[src/rtl/restoring_divider_seq_pkg.sv]
// Shared definitions for the sequential restoring divider: default operand
// widths, iteration counter width and the controller state encoding.
package divider_pkg;

  localparam int DIVIDEND_W_DEF = 6;
  localparam int DIVISOR_W_DEF  = 3;

  // Counter runs DIVIDEND_W-1 down to 0, so it needs clog2(DIVIDEND_W) bits.
  localparam int CNT_W = $clog2(DIVIDEND_W_DEF);

  typedef enum logic [1:0] {
    IDLE = 2'd0,
    RUN  = 2'd1,
    DONE = 2'd2
  } state_t;

endpackage

[src/rtl/restoring_divider_seq_if.sv]
// Request/result bundle for the restoring divider. The master issues
// operands with start; the slave returns busy/done and the held results.
interface restoring_divider_seq_if
  import divider_pkg::*;
#(
  parameter int DIVIDEND_W = DIVIDEND_W_DEF,
  parameter int DIVISOR_W  = DIVISOR_W_DEF
);

  logic                  start;
  logic [DIVIDEND_W-1:0] dividend;
  logic [DIVISOR_W-1:0]  divisor;
  logic                  busy;
  logic                  done;
  logic [DIVIDEND_W-1:0] quotient;
  logic [DIVISOR_W-1:0]  remainder;
  logic                  div_by_zero;

  modport master (
    output start, dividend, divisor,
    input  busy, done, quotient, remainder, div_by_zero
  );

  modport slave (
    input  start, dividend, divisor,
    output busy, done, quotient, remainder, div_by_zero
  );

endinterface

[src/rtl/restoring_divider_seq_step.sv]
// One restoring-division iteration: shift the next dividend bit into the
// partial remainder, trial-subtract the divisor, keep the difference only
// when it does not go negative. Purely combinational.
module divider_step
  import divider_pkg::*;
#(
  parameter int DIVISOR_W = DIVISOR_W_DEF
) (
  input  logic [DIVISOR_W-1:0] pr,
  input  logic                 dvd_bit,
  input  logic [DIVISOR_W-1:0] divisor,
  output logic [DIVISOR_W-1:0] pr_next,
  output logic                 qbit
);

  logic [DIVISOR_W:0]   trial;
  logic [DIVISOR_W-1:0] diff;

  // Incoming pr is always below divisor, so trial < 2*divisor and the
  // difference fits in DIVISOR_W bits; low-order modular subtraction suffices.
  always_comb begin
    trial   = {pr, dvd_bit};
    diff    = trial[DIVISOR_W-1:0] - divisor;
    qbit    = (trial >= {1'b0, divisor});
    pr_next = qbit ? diff : trial[DIVISOR_W-1:0];
  end

endmodule

[src/rtl/restoring_divider_seq.sv]
// Iterative unsigned restoring divider, one quotient bit per clock, MSB first.
// Optional build macro DIV_EARLY_TERM_EN: when dividend < divisor the
// iterations are skipped and the result is produced one edge after accept.
//
// state | meaning
// ------+--------------------------------------------------------------
// IDLE  | waiting for start; results from last operation held
// RUN   | iterating, one quotient bit per edge; start ignored
// DONE  | one-cycle done pulse; start here is accepted back-to-back
module restoring_divider_seq
  import divider_pkg::*;
#(
  parameter int DIVIDEND_W = DIVIDEND_W_DEF,
  parameter int DIVISOR_W  = DIVISOR_W_DEF
) (
  input  logic                   clk,
  input  logic                   rst,
  restoring_divider_seq_if.slave bus
);

  state_t state, state_next;

  logic                  accept;
  logic                  zero_div;
  logic                  early;
  logic [CNT_W-1:0]      count;
  logic [DIVIDEND_W-1:0] dvd_sh;
  logic [DIVISOR_W-1:0]  dsr;
  logic [DIVISOR_W-1:0]  pr;
  logic [DIVISOR_W-1:0]  pr_next;
  logic                  qbit;
  logic [DIVIDEND_W-1:0] quotient_q;
  logic [DIVISOR_W-1:0]  remainder_q;
  logic                  dbz_q;

  assign zero_div = (bus.divisor == '0);

`ifdef DIV_EARLY_TERM_EN
  assign early = !zero_div && (bus.dividend < DIVIDEND_W'(bus.divisor));
`else
  assign early = 1'b0;
`endif

  divider_step #(
    .DIVISOR_W (DIVISOR_W)
  ) u_step (
    .pr      (pr),
    .dvd_bit (dvd_sh[DIVIDEND_W-1]),
    .divisor (dsr),
    .pr_next (pr_next),
    .qbit    (qbit)
  );

  // State register.
  always_ff @(posedge clk or posedge rst) begin
    if (rst) state <= IDLE;
    else     state <= state_next;
  end

  // Next-state and accept decode; operations that need no iterations go
  // straight to DONE.
  always_comb begin
    state_next = state;
    accept     = 1'b0;
    unique case (state)
      IDLE, DONE: begin
        if (bus.start) begin
          accept     = 1'b1;
          state_next = (zero_div || early) ? DONE : RUN;
        end else begin
          state_next = IDLE;
        end
      end
      RUN: begin
        if (count == '0) state_next = DONE;
      end
      default: state_next = IDLE;
    endcase
  end

  // Datapath: operand capture on accept, one shift/subtract per RUN edge.
  // The dividend shift register fills with quotient bits from the LSB, so
  // after the last iteration it holds the full quotient.
  always_ff @(posedge clk or posedge rst) begin
    if (rst) begin
      dvd_sh      <= '0;
      dsr         <= '0;
      pr          <= '0;
      count       <= '0;
      quotient_q  <= '0;
      remainder_q <= '0;
      dbz_q       <= 1'b0;
    end else if (accept) begin
      dvd_sh <= bus.dividend;
      dsr    <= bus.divisor;
      pr     <= '0;
      count  <= CNT_W'(DIVIDEND_W - 1);
      dbz_q  <= zero_div;
      if (zero_div) begin
        quotient_q  <= '1;
        remainder_q <= '0;
      end else if (early) begin
        quotient_q  <= '0;
        remainder_q <= bus.dividend[DIVISOR_W-1:0];
      end
    end else if (state == RUN) begin
      dvd_sh <= {dvd_sh[DIVIDEND_W-2:0], qbit};
      pr     <= pr_next;
      count  <= count - CNT_W'(1);
      if (count == '0) begin
        quotient_q  <= {dvd_sh[DIVIDEND_W-2:0], qbit};
        remainder_q <= pr_next;
      end
    end
  end

  assign bus.busy        = (state == RUN);
  assign bus.done        = (state == DONE);
  assign bus.quotient    = quotient_q;
  assign bus.remainder   = remainder_q;
  assign bus.div_by_zero = dbz_q;

endmodule

[src/flat_wrapper.sv]
// flat-port wrapper written by rule: the top's interface ports become plain ports
module restoring_divider_seq_flat import divider_pkg::*;
#(
  parameter int DIVIDEND_W = DIVIDEND_W_DEF,
  parameter int DIVISOR_W  = DIVISOR_W_DEF
)
  (clk, rst, bus_start, bus_dividend, bus_divisor, bus_busy, bus_done, bus_quotient, bus_remainder, bus_div_by_zero);
  restoring_divider_seq_if #(.DIVIDEND_W(DIVIDEND_W), .DIVISOR_W(DIVISOR_W)) bus_i ();
  input  logic clk;
  input  logic rst;
  input wire logic [$bits(bus_i.start)-1:0] bus_start;
  input wire logic [$bits(bus_i.dividend)-1:0] bus_dividend;
  input wire logic [$bits(bus_i.divisor)-1:0] bus_divisor;
  output wire logic [$bits(bus_i.busy)-1:0] bus_busy;
  output wire logic [$bits(bus_i.done)-1:0] bus_done;
  output wire logic [$bits(bus_i.quotient)-1:0] bus_quotient;
  output wire logic [$bits(bus_i.remainder)-1:0] bus_remainder;
  output wire logic [$bits(bus_i.div_by_zero)-1:0] bus_div_by_zero;
  assign bus_i.start = bus_start;
  assign bus_i.dividend = bus_dividend;
  assign bus_i.divisor = bus_divisor;
  assign bus_busy = bus_i.busy;
  assign bus_done = bus_i.done;
  assign bus_quotient = bus_i.quotient;
  assign bus_remainder = bus_i.remainder;
  assign bus_div_by_zero = bus_i.div_by_zero;
  restoring_divider_seq #(.DIVIDEND_W(DIVIDEND_W), .DIVISOR_W(DIVISOR_W)) u_core (.clk(clk), .rst(rst), .bus(bus_i));
endmodule
[config.mk]
export PLATFORM = sky130hd
export DESIGN_NAME = restoring_divider_seq_flat
export DESIGN_NICKNAME = d
export VERILOG_FILES = /design/src/rtl/restoring_divider_seq_pkg.sv /design/src/rtl/restoring_divider_seq_if.sv /design/src/rtl/restoring_divider_seq_step.sv /design/src/rtl/restoring_divider_seq.sv /design/src/flat_wrapper.sv
export SDC_FILE = /design/constraint.sdc
export NUM_CORES = 1
export LEC_CHECK = 0
export CAP_MARGIN = 20
export CORE_ASPECT_RATIO = 0.6
export CORE_MARGIN = 5
export CORE_UTILIZATION = 54
export CTS_CLUSTER_DIAMETER = 40
export CTS_CLUSTER_SIZE = 8
export DETAILED_ROUTE_END_ITERATION = 16
export PLACE_DENSITY_LB_ADDON = 0.1
export SYNTH_ARGS = -nofsm -noshare
export SYNTH_HDL_FRONTEND = slang
export SYNTH_SLANG_ARGS = --single-unit
[constraint.sdc]
create_clock -name clk -period 3.86 [get_ports clk]
set_input_delay 0.386 -clock clk [delete_from_list [all_inputs] [get_ports clk]]
set_output_delay 0.386 -clock clk [all_outputs]
set_load 0.02 [all_outputs]
## Word-level counts from Yosys, hierarchy flattened

Cells that the tools add are included.

| word-level totals | value |
|---|---|
| output and inout port bits | 12 |
| word-level logic and storage cells | 43 |
| input port bits | 12 |
| flip-flop bits (word level) | 27 |

| cells by class | value |
|---|---|
| muxes and demuxes | 21 |
| reductions and logical operators | 7 |
| order comparisons | 1 |
| equality and inequality tests | 4 |
| add/sub/neg operators | 2 |

Operators by type and width:

| operator | count |
|---|---|
| 6-bit two-way mux | 6 |
| 3-bit two-way mux | 9 |
| 3-bit logical NOT | 2 |
| 2-bit two-way mux | 3 |
| 4-bit by 3-bit greater-or-equal comparator with 1-bit output | 1 |
| 2-bit case mux with 2 select lines | 1 |
| 2-bit nonzero test | 2 |
| 3-bit AND reduction | 1 |
| 3-bit by 1-bit subtractor with 3-bit output (second input constant) | 1 |
| 3-bit subtractor | 1 |
| 2-bit by 1-bit equality test with 1-bit output (second input constant) | 1 |
| 2-bit equality test (second input constant) | 1 |
| 2-bit logical NOT | 1 |
| 1-bit two-way mux | 2 |
| 2-bit by 1-bit != test with 1-bit output (second input constant) | 1 |
| 2-bit != test (second input constant) | 1 |
| 2-bit OR reduction | 1 |

## Depth between registers and ports, before layout

| logic depth | value |
|---|---|
| depth after elaboration | 5 |
| depth in mapped cells | 7 |
| depth with buffers taken out | 7 |

## Hierarchy

From an unflattened synthesis, not the netlist that was laid out.

| second synthesis, totals | value |
|---|---|
| cells, all modules | 136 |
| area, all modules | 1,386.3 um^2 |

By module, submodules not included:

| module | seq. area each (um^2) | cells each | times used | area each (um^2) |
|---|---|---|---|---|
| restoring_divider_seq | 675.6 | 122 | 1 | 1,242.4 |
| divider_step | 0.0 | 14 | 1 | 143.9 |

## Worst setup path before layout

OpenSTA, ideal clock, no wires.

| timing | value |
|---|---|
| path kind | register to register |
| start | register u_core.dvd_sh[5] |
| end | register u_core.pr[1] |
| required time | 3.786 ns |
| buffers on the path | 0 |
| slack | 2.132 ns |
| arrival time | 1.654 ns |
| clock period less this slack | 1.728 ns |
| cell stages (with the launch flop) | 8 |
| cell sequence | dfrtp_1 -> inv_1 -> ha_1 -> fa_1 -> and2b_1 -> a311oi_4 -> mux2_4 -> o21ai_2 |

| on the way | value |
|---|---|
| longest elaborated chain between the ends | 4 |
| elaborated cells between the ends (all ways) | 5 |
| those cells by class | 1 x add/sub; 1 x order compare; 3 x mux |

RTL lines:

| element | line | text |
|---|---|---|
| from (decl) | restoring_divider_seq.sv:27 | `logic [DIVIDEND_W-1:0] dvd_sh;` |
| from (signal assigned) | restoring_divider_seq.sv:94 | `dvd_sh <= bus.dividend;` |
| from (signal assigned) | restoring_divider_seq.sv:107 | `dvd_sh <= {dvd_sh[DIVIDEND_W-2:0], qbit};` |
| 4-bit by 3-bit greater-or-equal comparator with 1-bit output or 3-bit subtractor (tied branches) | restoring_divider_seq_step.sv:24, restoring_divider_seq_step.sv:23 |  |
| 3-bit two-way mux * | restoring_divider_seq_step.sv:25 | `pr_next = qbit ? diff : trial[DIVISOR_W-1:0];` |
| 3-bit two-way mux * | restoring_divider_seq.sv:106 | `end else if (state == RUN) begin` |
| 3-bit two-way mux * | restoring_divider_seq.sv:93 | `end else if (accept) begin` |
| to (signal assigned) | restoring_divider_seq.sv:108 | `pr <= pr_next;` |
| to (decl) | restoring_divider_seq.sv:29 | `logic [DIVISOR_W-1:0] pr;` |

Mark *: on every way between the ends. The rest lies on a longest branch, timed or not. The select of a mux whose other input is x is not followed.
A chain may end at the register's enable or synchronous reset.

## Worst setup path after layout

| timing | value |
|---|---|
| start | register u_core.state[1] |
| end | output bus_busy |

| on the way | value |
|---|---|
| longest elaborated chain between the ends | 1 |

RTL lines:

| element | line | text |
|---|---|---|
| from (decl) | restoring_divider_seq.sv:21 | `state_t state, state_next;` |
| from (signal assigned) | restoring_divider_seq.sv:57 | `else state <= state_next;` |
| 2-bit by 1-bit equality test with 1-bit output | restoring_divider_seq.sv:117 | `assign bus.busy = (state == RUN);` |
| to (decl) | flat_wrapper.sv:14 | `output wire logic [$bits(bus_i.busy)-1:0] bus_busy;` |

Every way passes these cells.

==> run metrics <==
status=finished clean; I/O Buffers=23; Root Buffer=clkbuf_8; CTS tree=yes; Seq/Total Area, Yosys=52.22%; final setup fails=0; post-route setup TNS=0 ns; Slew Limit Fails=0; Max-cap violations=0; WP data arrival=2.04 ns; latest clock arrival within the worst-skew pair=0.27 ns; Final Total Pwr=0.001479 W; Worst-path clk slew=0.09 ns; RSZ-0062 raised after global routing=false; Starting DRT DRC Count=55; Max Clk Rate=0.4116 GHz; area of the core=2228 um^2; Crit. End Element=primary output; Die Height=47.92 um; P_int=0.0008519 W; Final #Nets=181; leak pwr=0.7309 nW; Multi-input gate area=568.0 um^2; Synth area leader=dfrtp_1; total power density per cell area=916.6 nW/um^2; crit path kind=reg -> out; Yosys reg bits=27; most numerous cell in the Yosys netlist=nand2_1; power share of the combinational group=55.0%; Max clock buf depth=2; total CTS buffers=3; width of the die=73.19 um; R2R setup slack=1.93 ns; EDFF count, synth=0; Synth area leaders=dfrtp_1 52%, nand2_1 9.9%, o21ai_0 6.2%; DIE AREA=3507 um^2; Critical Path Slowest Stage Cell=clkdlybuf4s50_1; Synth top cells by count=34 x nand2_1, 27 x dfrtp_1, 16 x o21ai_0; Primary FF master, synth=dfrtp_1; cts hold-fix bufs=0; Starting Density=58.06%; Req. time, crit path=3.47 ns; GR Overflow Total=0; Worst R2R Path Depth=7; Hold Path Class=in -> async; top cell type's share of synthesized area=52.22%; wirelength, routed=2.838 mm; CP peak stage delay=0.68 ns; DR pass1 iterations=4; Placement Rows=13; post-synthesis async set-or-reset flop share=100.0%; post-synthesis cell count=139; worst slew pin tran=0.6429 ns; sequential power share=34.3%; Clk pwr share=10.6%; post-synthesis average cell area=9.307 um^2; routability cong.=0.8274; CTS Sinks=27; initial antenna violation count=0; vias=1043; H-tree levels=1; ANT nets after route=0; CP Launch Type=flop; vias per cell=5.432; Post-Synthesis Cell Area=1294 um^2; slew margin rel.=57.05%; post-CTS sizing=0; post-synthesis net count=157; fill cell count=165; crit path cell chain=nand2b_1 > inv_1 > clkdlybuf4s50_1; Area Growth Syn to Fin=24.76%; Final period util=62.94%; largest net degree at the start of global routing=28; clock skew=0.003277 ns; sequential cell area=675.6 um^2; min Tclk post-route=2.429 ns; Synth Warn #=0; post-DP HPWL=2.126 mm; first-pass GRT wire length=4.671 mm; routed len/inst=14.78 um; Top Ports=24; # diodes=0; post-synth cell types=28; gr usage total=18.18%; DRC=0; vias in the first global route=1024; CP max FO=15; Final Hold Fails=0; Psw=0.0006276 W; Core Util, Final=72.43%; Max VDD drop=0.4314 mV; postcts setup bufs=0; fraction of layout cells with a size suffix above 1=6.173%; sw frac=42.42%
-- cell type report --
type | instances | area share (%)
Clock buffer | 4 | 2.791
Tap cell | 30 | 2.326
Inverter | 8 | 1.860
Sequential cell | 27 | 41.86
Multi-Input combinational cell | 99 | 35.19
Timing Repair Buffer | 24 | 15.97
-- kinds of logic (layout without fill, tap and decap cells) --
group | count (synthesis) | count (layout) | synth area share [%]
flops | 27 | 27 | 52.22
fa+ha+maj | 6 | 6 | 6.383
mux | 1 | 1 | 1.160
compound gates | 33 | 33 | 15.96
buf+inv | 13 | 36 | 3.868
simple gates | 59 | 59 | 20.41
-- sequential cells by signal, indices dropped and copies added, names as in the netlist --
register	count
u_core.bus.div_by_zero	1
u_core.bus.quotient	6
u_core.bus.remainder	3
u_core.count	3
u_core.dsr	3
u_core.dvd_sh	6
u_core.pr	3
u_core.state	2
-- worst paths after layout --
| check | start | to |
|---|---|---|
| worst max-delay path | u_core.state[1]$_DFFE_PP0P_ | bus_busy |
| worst min-delay path | rst | u_core.bus.quotient[3]$_DFFE_PP0P_ |
| worst max register to register | u_core.dvd_sh[5]$_DFFE_PP0P_ | u_core.bus.remainder[1]$_DFFE_PP0P_ |
| worst min register to register | u_core.bus.div_by_zero$_DFFE_PP0P_ | u_core.bus.div_by_zero$_DFFE_PP0P_ |
| max in group asynchronous | rst | u_core.dsr[1]$_DFFE_PP0P_ |
| min in group clk | u_core.bus.div_by_zero$_DFFE_PP0P_ | u_core.bus.div_by_zero$_DFFE_PP0P_ |
-- cell usage in the layout (no fill, tap or decap) --
cell type	n
a211oi_1	1
a21oi_1	6
a2bb2oi_1	1
a311oi_4	1
a31oi_1	4
and2_1	2
and2b_1	1
and3_1	2
buf_16	1
clkbuf_1	1
clkbuf_8	3
clkdlybuf4s50_1	23
dfrtp_1	27
fa_1	1
ha_1	5
inv_1	8
mux2_4	1
nand2_1	34
nand2b_1	2
nand3_1	3
nor2_1	8
nor2b_1	3
nor3_1	1
o21ai_0	16
o21ai_1	1
o21ai_2	2
o22ai_1	1
or2_4	1
or3_1	1
or3_2	1
-- critical path: cells and delay by family (launching register included) --
family	cells	cell delay (ns)
buffers and inverters	2	1.08
AND/OR/NAND/NOR	1	0.32
flip-flops	1	0.38
-- power by group through the flow --
| stage | logic [W] | clock network [W] | registers [W] |
|---|---|---|---|
| 2_1_floorplan | 0.000509 | 0 | 0.000551 |
| 3_3_place_gp | 0.000770 | 0 | 0.000508 |
| 3_5_place_dp | 0.000802 | 0 | 0.000511 |
| 4_1_cts | 0.000812 | 0.000160 | 0.000506 |
| 5_1_grt | 0.000898 | 0.000174 | 0.000522 |
| 6_report | 0.000814 | 0.000157 | 0.000508 |
-- through the flow --
step,hold slack [ns],setup WS (ns),instances,cell area [um^2]
6_report,0.3492,1.431,192,1614
5_1_grt,0.3824,1.334,192,1614
4_1_cts,0.5073,1.437,191,1587
3_5_place_dp,0.4877,1.748,187,1541
3_3_place_gp,0.4687,1.776,187,1541
2_1_floorplan,0.4387,2.132,139,1294
-- layer usage --
| metal | GRT usage, % | share of wire, % | up-vias |
|---|---|---|---|
| met2 | 31.26 | 47 | 26 |
| met4 | 2.206 | 0.42 | 0 |
| met3 | 5.031 | 5.7 | 3 |
| met1 | 24.18 | 47 | 504 |
| li1 | - | - | 510 |
| met5 | 0 | 0 | - |
Note: power is estimated with default switching activity, not from simulation.
